[src/rtl/imm_gen_stage.sv]
// Buffered RV32/RV64 immediate-generation stage: classifies each instruction word and queues its
// immediate, format code and illegal flag in a DEPTH-entry FIFO. Optional feature macro: IMM_GEN_CSR_EN.
module imm_gen_stage #(
  parameter int XLEN  = 32,
  parameter int DEPTH = 2
) (
  input  logic                     clk,
  input  logic                     rstn,
  input  logic                     flush,
  input  logic                     in_valid,
  output logic                     in_ready,
  input  logic [31:0]              in_inst,
  output logic                     out_valid,
  input  logic                     out_ready,
  output logic [XLEN-1:0]          out_imm,
  output logic [2:0]               out_fmt,
  output logic                     out_illegal,
  output logic [$clog2(DEPTH):0]   count
);

  localparam int AW = $clog2(DEPTH);
  localparam int CW = AW + 1;

  localparam logic [6:0] OPC_LUI    = 7'b0110111;
  localparam logic [6:0] OPC_AUIPC  = 7'b0010111;
  localparam logic [6:0] OPC_JAL    = 7'b1101111;
  localparam logic [6:0] OPC_JALR   = 7'b1100111;
  localparam logic [6:0] OPC_LOAD   = 7'b0000011;
  localparam logic [6:0] OPC_OPIMM  = 7'b0010011;
  localparam logic [6:0] OPC_BRANCH = 7'b1100011;
  localparam logic [6:0] OPC_STORE  = 7'b0100011;
  localparam logic [6:0] OPC_OP     = 7'b0110011;
  localparam logic [6:0] OPC_SYSTEM = 7'b1110011;

  typedef enum logic [2:0] {
    FMT_R  = 3'd0,
    FMT_U  = 3'd1,
    FMT_J  = 3'd2,
    FMT_I  = 3'd3,
    FMT_B  = 3'd4,
    FMT_S  = 3'd5,
    FMT_SH = 3'd6,
    FMT_Z  = 3'd7
  } fmt_e;

  typedef struct packed {
    logic [XLEN-1:0] imm;
    logic [2:0]      fmt;
    logic            ill;
  } entry_t;

  function automatic logic [XLEN-1:0] sext32(input logic [31:0] v);
    return XLEN'(signed'(v));
  endfunction

  logic [6:0]      opcode;
  logic [2:0]      funct3;
  logic [6:0]      funct7;
  logic [31:0]     immI;
  logic [31:0]     immS;
  logic [31:0]     immB;
  logic [31:0]     immJ;
  fmt_e            decFmt;
  logic [XLEN-1:0] decImm;
  logic            decIll;

  assign opcode = in_inst[6:0];
  assign funct3 = in_inst[14:12];
  assign funct7 = in_inst[31:25];
  assign immI   = {{20{in_inst[31]}}, in_inst[31:20]};
  assign immS   = {{20{in_inst[31]}}, in_inst[31:25], in_inst[11:7]};
  assign immB   = {{19{in_inst[31]}}, in_inst[31], in_inst[7], in_inst[30:25], in_inst[11:8], 1'b0};
  assign immJ   = {{11{in_inst[31]}}, in_inst[31], in_inst[19:12], in_inst[20], in_inst[30:21], 1'b0};

  // Classification; any illegal combination collapses to fmt 0 / imm 0 at the end.
  always_comb begin
    decFmt = FMT_R;
    decImm = '0;
    decIll = 1'b0;
    case (opcode)
      OPC_LUI, OPC_AUIPC: begin
        decFmt = FMT_U;
        decImm = sext32({in_inst[31:12], 12'b0});
      end
      OPC_JAL: begin
        decFmt = FMT_J;
        decImm = sext32(immJ);
      end
      OPC_JALR: begin
        decFmt = FMT_I;
        decImm = sext32(immI);
        decIll = (funct3 != 3'b000);
      end
      OPC_LOAD: begin
        decFmt = FMT_I;
        decImm = sext32(immI);
        case (funct3)
          3'b000, 3'b001, 3'b010, 3'b100, 3'b101: decIll = 1'b0;
          3'b011, 3'b110:                         decIll = (XLEN != 64);
          default:                                decIll = 1'b1;
        endcase
      end
      OPC_OPIMM: begin
        if (funct3 == 3'b001 || funct3 == 3'b101) begin
          // Shift amounts are zero-extended; RV32 reserves inst[25].
          decFmt = FMT_SH;
          if (XLEN == 64) begin
            decImm = XLEN'(in_inst[25:20]);
          end else begin
            decImm = XLEN'(in_inst[24:20]);
            decIll = in_inst[25];
          end
          if (in_inst[31:26] == 6'b000000) begin
            decIll = decIll;
          end else if (in_inst[31:26] == 6'b010000 && funct3 == 3'b101) begin
            decIll = decIll;
          end else begin
            decIll = 1'b1;
          end
        end else begin
          decFmt = FMT_I;
          decImm = sext32(immI);
        end
      end
      OPC_BRANCH: begin
        decFmt = FMT_B;
        decImm = sext32(immB);
        decIll = (funct3 == 3'b010 || funct3 == 3'b011);
      end
      OPC_STORE: begin
        decFmt = FMT_S;
        decImm = sext32(immS);
        case (funct3)
          3'b000, 3'b001, 3'b010: decIll = 1'b0;
          3'b011:                 decIll = (XLEN != 64);
          default:                decIll = 1'b1;
        endcase
      end
      OPC_OP: begin
        decFmt = FMT_R;
        decIll = !((funct7 == 7'b0000000) ||
                   (funct7 == 7'b0100000 && (funct3 == 3'b000 || funct3 == 3'b101)));
      end
`ifdef IMM_GEN_CSR_EN
      OPC_SYSTEM: begin
        case (funct3)
          3'b101, 3'b110, 3'b111: begin
            decFmt = FMT_Z;
            decImm = XLEN'(in_inst[19:15]);
          end
          3'b001, 3'b010, 3'b011: decFmt = FMT_R;
          default:                decIll = 1'b1;
        endcase
      end
`else
      OPC_SYSTEM: decIll = 1'b1;
`endif
      default: decIll = 1'b1;
    endcase
    if (decIll) begin
      decFmt = FMT_R;
      decImm = '0;
    end
  end

  entry_t        mem_q [DEPTH];
  logic [AW-1:0] wrPtr_q, wrPtr_d;
  logic [AW-1:0] rdPtr_q, rdPtr_d;
  logic [CW-1:0] count_q, count_d;
  logic          full;
  logic          empty;
  logic          push;
  logic          pop;
  entry_t        head;
  entry_t        decEntry;

  assign full     = (count_q == CW'(DEPTH));
  assign empty    = (count_q == '0);
  assign push     = in_valid && !full && !flush;
  assign pop      = !empty && out_ready && !flush;
  assign decEntry = '{imm: decImm, fmt: decFmt, ill: decIll};

  always_comb begin
    wrPtr_d = wrPtr_q;
    rdPtr_d = rdPtr_q;
    count_d = count_q;
    if (flush) begin
      wrPtr_d = '0;
      rdPtr_d = '0;
      count_d = '0;
    end else begin
      if (push) wrPtr_d = wrPtr_q + AW'(1);
      if (pop)  rdPtr_d = rdPtr_q + AW'(1);
      if (push && !pop)      count_d = count_q + CW'(1);
      else if (pop && !push) count_d = count_q - CW'(1);
    end
  end

  // Storage is cleared on reset so the head reads as zero while empty after reset.
  always_ff @(posedge clk or negedge rstn) begin
    if (!rstn) begin
      for (int i = 0; i < DEPTH; i++) mem_q[i] <= '0;
      wrPtr_q <= '0;
      rdPtr_q <= '0;
      count_q <= '0;
    end else begin
      if (push) mem_q[wrPtr_q] <= decEntry;
      wrPtr_q <= wrPtr_d;
      rdPtr_q <= rdPtr_d;
      count_q <= count_d;
    end
  end

  assign head        = mem_q[rdPtr_q];
  assign in_ready    = !full;
  assign out_valid   = !empty;
  assign out_imm     = head.imm;
  assign out_fmt     = head.fmt;
  assign out_illegal = head.ill;
  assign count       = count_q;

endmodule

[config.mk]
export PLATFORM = sky130hd
export DESIGN_NAME = imm_gen_stage
export DESIGN_NICKNAME = d
export VERILOG_FILES = /design/src/rtl/imm_gen_stage.sv
export SDC_FILE = /design/constraint.sdc
export NUM_CORES = 1
export LEC_CHECK = 0
export BUFFER_PORTS_ARGS = -buffer_cell sky130_fd_sc_hd__buf_2
export CAP_MARGIN = 20
export CORE_MARGIN = 5
export CORE_UTILIZATION = 54
export CTS_BUF_LIST = sky130_fd_sc_hd__clkbuf_8 sky130_fd_sc_hd__clkbuf_16
export DETAILED_ROUTE_END_ITERATION = 10
export PLACE_DENSITY = 0.89
export RECOVER_POWER = 25
export REMOVE_ABC_BUFFERS = 1
export SETUP_SLACK_MARGIN = 0.4
export SLEW_MARGIN = 40
export SYNTH_ARGS = -nofsm -noshare
export SYNTH_HDL_FRONTEND = slang
export SYNTH_SLANG_ARGS = --single-unit
[constraint.sdc]
create_clock -name clk -period 5.1 [get_ports clk]
set_clock_uncertainty 0.05 [all_clocks]
set_input_delay 0.51 -clock clk [delete_from_list [all_inputs] [get_ports clk]]
set_output_delay 0.51 -clock clk [all_outputs]
set_load 0.02 [all_outputs]
Word level (Yosys, flattened, before mapping) --
Index checks and enable logic that the tools add are counted.
Storage, ports and cells: flip-flop bits (word level) 76, output and inout port bits 40, logic and storage cells 92
Cells by class: add/sub/neg operators 4, order comparisons 3, eq/ne operators 17, muxes and demuxes 25, bitwise operators 2, reduce and logical (&&, ||, !) cells 32
Operators by type and width (count):
- 32-bit one-hot mux with 6 select lines | 1
- 36-bit 2-to-1 mux | 4
- 72-bit bitwise mux | 1
- 32-bit 2-to-1 mux | 2
- 36-bit demux with 1-bit select | 1
- 7-bit by 6-bit == test with 1-bit output (second input constant) | 4
- 7-bit == test (second input constant) | 3
- 3-bit one-hot mux with 6 select lines | 1
- 7-bit by 5-bit == test with 1-bit output (second input constant) | 2
- 1-bit logical AND | 9
- 1-bit 2-to-1 mux | 9
- 7-bit by 2-bit == test with 1-bit output (second input constant) | 1
- 7-bit zero test | 1
- 1-bit one-hot mux with 7 select lines | 1
- 3-bit by 2-bit == test with 1-bit output (second input constant) | 2
- 3-bit == test (second input constant) | 2
- 6-bit by 5-bit == test with 1-bit output (second input constant) | 1
- 1-bit zero test | 6
- 6-bit zero test | 1
- 2-bit 2-to-1 mux | 3
- 3-bit 2-to-1 mux | 2
- 3-bit nonzero test | 2
- 3-bit OR reduction | 2
- 5-bit OR reduction | 1
- 13 further kinds | 21

Depth between registers and ports, before layout --
word-level depth 9, mapped depth 7

Worst setup path after synthesis --
Ideal clock, no wire load.
kind register -> register, start point register count_q[0], in the netlist count[0], end point register mem_q[51] (netlist name), setup time 0.092 ns, arrival 1.930 ns, required time 4.958 ns, setup slack 3.028 ns, cell stages (with the launch flop) 6, path buffers 0, period minus slack after synthesis 2.072 ns, cells stage by stage dfrtp_1 nand2b_2 nand2_1 or3_1 or3_4 o31ai_2
Between the ends: longest elaborated chain between the ends 4
RTL lines:
- start, declared | line 169 | logic [CW-1:0] count_q, count_d;
- start signal, assigned | line 210 | count_q <= count_d;
- 2-bit == test | line 177 | assign full = (count_q == CW'(DEPTH));
- 1-bit zero test
- via in_ready | line 11 | output logic in_ready,
- 1-bit logical AND (2 in a row) | line 179 | assign push = in_valid && !full && !flush;
- end signal, assigned by index | line 207 | if (push) mem_q[wrPtr_q] <= decEntry;
- end, declared | line 166 | entry_t mem_q [DEPTH];
The timed path passes the listed nets, and every way through them passes these cells. A chain may end at the register's enable or synchronous reset.

Worst setup path after layout --
start point register rdPtr_q, end point output out_fmt[0]
Between the ends: longest elaborated chain between the ends 4
RTL lines:
- start, declared | line 168 | logic [AW-1:0] rdPtr_q, rdPtr_d;
- start signal, assigned | line 209 | rdPtr_q <= rdPtr_d;
- 1-bit inverter with 2-bit output (implied by the code) | line 214 | assign head = mem_q[rdPtr_q];
- 36-bit 2-to-1 mux (implied by the code) (3 in a row) | line 214
- end, declared | line 16 | output logic [2:0] out_fmt,
No other way between the ends. The select of a mux whose other input is x is not followed.

==> flow_results.org <==
** Power and ir drop
- Sequential cells account for 53.9% of the total power.
- Summed over all nets, the switching power comes to 0.314 mW.
- Switching power as a share of total power :: 27.6%
- IR Drop Worst-Case VDD :: 125 uV
- The share of total power dissipated in the clock network is 35.0%.
- Summed over all cells, the static leakage comes to 2.41 nW.
- Total internal power :: 0.823 mW
- Dividing total power by cell area gives a power density of 246 nW/um^2.
- Per report_power, the combinational group accounts for 11.1% of the total.
- Overall power consumption after layout is estimated at 1.14 mW.

** CTS
- The number of setup buffers added after CTS is 0.
- CTS tree :: done
- Gates resized during post-CTS repair numbered 0.
- Maximum root-to-sink buffer count :: 2
- Clock tree synthesis inserted a total of 9 buffers.
- Clock-pin slew was measured on the worst setup and hold paths at 0.08 ns.
- Insertion delay to the later sink of the worst-skew pair :: 0.35 ns
- Clock tree synthesis found a total of 76 sinks.
- Clock root buffer :: sky130_fd_sc_hd__clkbuf_8
- After clock tree synthesis, the flow added hold-fix buffers numbering 0.
- The H-tree was split into 3 levels.

** Die
- The die is 96 microns tall.
- Core Rows :: 31
- The die is 96 microns wide.
- Die area :: 9220 sq um
- The core region is 7210 sq um.
- For this configuration, the core starts out at a cell density of 55.4%.
- During I/O placement, the number of pins put on the boundary was 77.

** Final layout
- Summing all non-filler instances in the final layout gives an area of 4610 sq um.
- In the final layout, the share of cells above drive strength 1 is 36.1%.
- At the end of the flow, the number of nets in the layout was 453.
- Once layout is complete, the cells apart from fillers number 520.
- Relative to the synthesized area, the layout overhead comes to 15.5%.
- Antenna Diode Count :: 0
- Core Util, Final :: 63.9%

** Yosys
- Sequential area share after synthesis :: 47.6%
- Summed over all instances, the cell type with the most area after synthesis is sky130_fd_sc_hd__dfrtp_1.
- For this run, the leading register cell type out of synthesis is sky130_fd_sc_hd__dfrtp_1.
- Cells after synthesis :: 343
- Asr flop ratio synth :: 100%
- Yosys synthesis warning count :: 0
- Seq cells post-synth :: 76
- Yosys mapped a number of flops with a built-in enable equal to 0.
- In this run, distinct cell masters in the synthesized netlist total 50.
- Synthesized area per cell :: 11.6 sq um
- The share of synthesized area in the top cell type comes to 47.6%.
- Synth top area cells :: sky130_fd_sc_hd__dfrtp_1 (48%), sky130_fd_sc_hd__a22o_1 (13%), sky130_fd_sc_hd__mux2_2 (9.9%)
- Netlist area before placement :: 3990 sq um

** Worst setup path
- Setup slack on the worst reg-to-reg path comes out at 2.87 ns.
- STA classifies the critical path endpoint as an output pin.
- For the worst setup path, the data required time is 4.54 ns.
- Crit-path max FO :: 31
- STA puts the critical path data arrival time at 1.95 ns.
- Crit Path Class :: flip-flop to output pin
- Critical path launch point type :: flip-flop

** STA
- Rel. slew slack :: -70.3%
- Final number of hold-violating endpoints :: 0
- Final setup TNS :: 0 ns
- # setup viols final :: 0
- Share of the cycle needed by the critical path after routing :: 49.3%
- Peak clock frequency supported by timing :: 398 MHz
- At the pin with the least slew margin, the transition time is 2.55 ns.
- Setup repair after global routing missed its margin :: false
- Count of final max-slew check failures :: 51
- Hold is met by 0.325 ns.
- Final WS setup :: 2.59 ns
- Subtracting the final worst setup slack from the clock period gives 2.51 ns.

** Global route
- Number of antenna violations at the first check in global routing :: 0
- Global-route wire length before repair :: 16.1 mm
- The via count of the first global-routing pass came to 3228.
- Global routing used 22.8% of the available tracks across all layers.
- Total global routing overflow :: 0
- Largest net degree at the start of global routing :: 51

** Drt
- Iter 0 DRT Violations :: 273
- In the routed design, unresolved DRC markers number 0.
- Detail-routed via count per cell :: 6.13
- Detailed-route wire length per cell :: 19.2 microns
- Count of vias placed by the detailed router :: 3186
- DR pass1 iterations :: 4
- Count of antenna-violating nets left after detailed routing :: 0
- The routed design has 9.99 mm of wire.

** Placed design
- Count of buffers from port buffering :: 76
- At the end of routability-driven placement, the weighted congestion stood at 0.929.
- Total instance count after detailed placement :: 504
- Before CTS, the worst setup slack after placement is 2.49 ns.
- Half-perimeter wire length after placement :: 7.06 mm
- In this run the cell area measured after placement is 4440 sq um.

** Status
- Violations in the final reports :: max-capacitance violations, max-slew violations
- Result of the run :: finished, violations left

** Hold path
- Class of the tightest hold or removal check :: primary input to flip-flop

** Job
- The tool flagged a number of max-cap violations equal to 1.
==> final cells by class <==
class,instances,area (sq um)
Clock inverter,7,45.0
Inverter,6,22.5
Timing Repair Buffer,84,439
Tap cell,99,124
Sequential cell,76,1900
Clock buffer,9,124
Multi-Input combinational cell,239,1960
Fill cell,585,2600
==> cells in the mapped netlist (all sizes together) (2+ instances only) <==
cell / instances
a2bb2oi: 2
a211oi: 2
a21oi: 3
nor2: 15
xor2: 3
nand3b: 2
nand2b: 7
and3: 3
a22o: 60
a22oi: 4
nor4: 5
dfrtp: 76
nor3: 8
a32o: 2
clkbuf: 12
nand4b: 2
o21ai: 13
inv: 6
a31oi: 5
o31ai: 2
nand3: 5
a21o: 19
nand2: 18
or3: 7
mux2: 35
buf: 10
nor2b: 5
==> worst paths after layout <==
path                           start    endpoint  cells after the start
max                          rdPtr_q  out_fmt[0]                      3
min                            flush     wrPtr_q                      2
max reg2reg                 count[0]   mem_q[67]                      7
min reg2reg                mem_q[15]   mem_q[15]                      2
max in group asynchronous       rstn   mem_q[59]                      2
min in group asynchronous       rstn    mem_q[8]                      1
==> layout by cell type (no fill, tap or decap), types with 8 or more instances in the layout <==
master,netlist,routed
sky130_fd_sc_hd__a21o_1,19,19
sky130_fd_sc_hd__a22o_1,60,60
sky130_fd_sc_hd__buf_2,5,75
sky130_fd_sc_hd__buf_4,0,8
sky130_fd_sc_hd__clkbuf_8,0,9
sky130_fd_sc_hd__dfrtp_1,76,76
sky130_fd_sc_hd__mux2_2,35,35
sky130_fd_sc_hd__nand2_1,18,18
sky130_fd_sc_hd__nor2_1,15,15
sky130_fd_sc_hd__o21ai_1,9,9
==> critical path, cell delays in order (launching register included) <==
cell,delay [ns]
sky130_fd_sc_hd__dfrtp_1,0.55
sky130_fd_sc_hd__buf_4,0.47
sky130_fd_sc_hd__mux2_2,0.41
sky130_fd_sc_hd__buf_2,0.16
==> layer usage <==
layer  global-route usage [%]  share of wire, %  vias to the layer above
li1                         -                 -                     1457
met3                     3.60               6.3                       21
met2                     35.6                49                      125
met1                     31.2                43                     1583
met5                        0                 0                        -
met4                     10.8               2.1                        0
==> sequential cells by signal, summed over array words and instances (netlist names) <==
| signal | count |
|---|---|
| count | 2 |
| mem_q | 72 |
| rdPtr_q | 1 |
| wrPtr_q | 1 |
==> power by group through the flow <==
stage / Clock (mW) / Sequential (mW) / Combinational [mW]
4_1_cts: 0.403 / 0.612 / 0.127
5_1_grt: 0.429 / 0.613 / 0.138
2_1_floorplan: 0 / 0.630 / 0.0590
6_report: 0.398 / 0.613 / 0.126
3_3_place_gp: 0 / 0.624 / 0.124
3_5_place_dp: 0 / 0.624 / 0.126
==> logic make-up (layout without fill, tap and decap cells) <==
logic type	after synthesis	count (layout)	synth area share (%)
buffers and inverters	28	106	3.54
DFF	76	76	47.6
and+or+nand+nor	82	82	13.2
AOI/OAI and AO/OA	118	118	24.9
xor gates and xnor gates	3	3	0.658
muxes	36	36	10.1
Note: power is estimated with default switching activity, not from simulation.
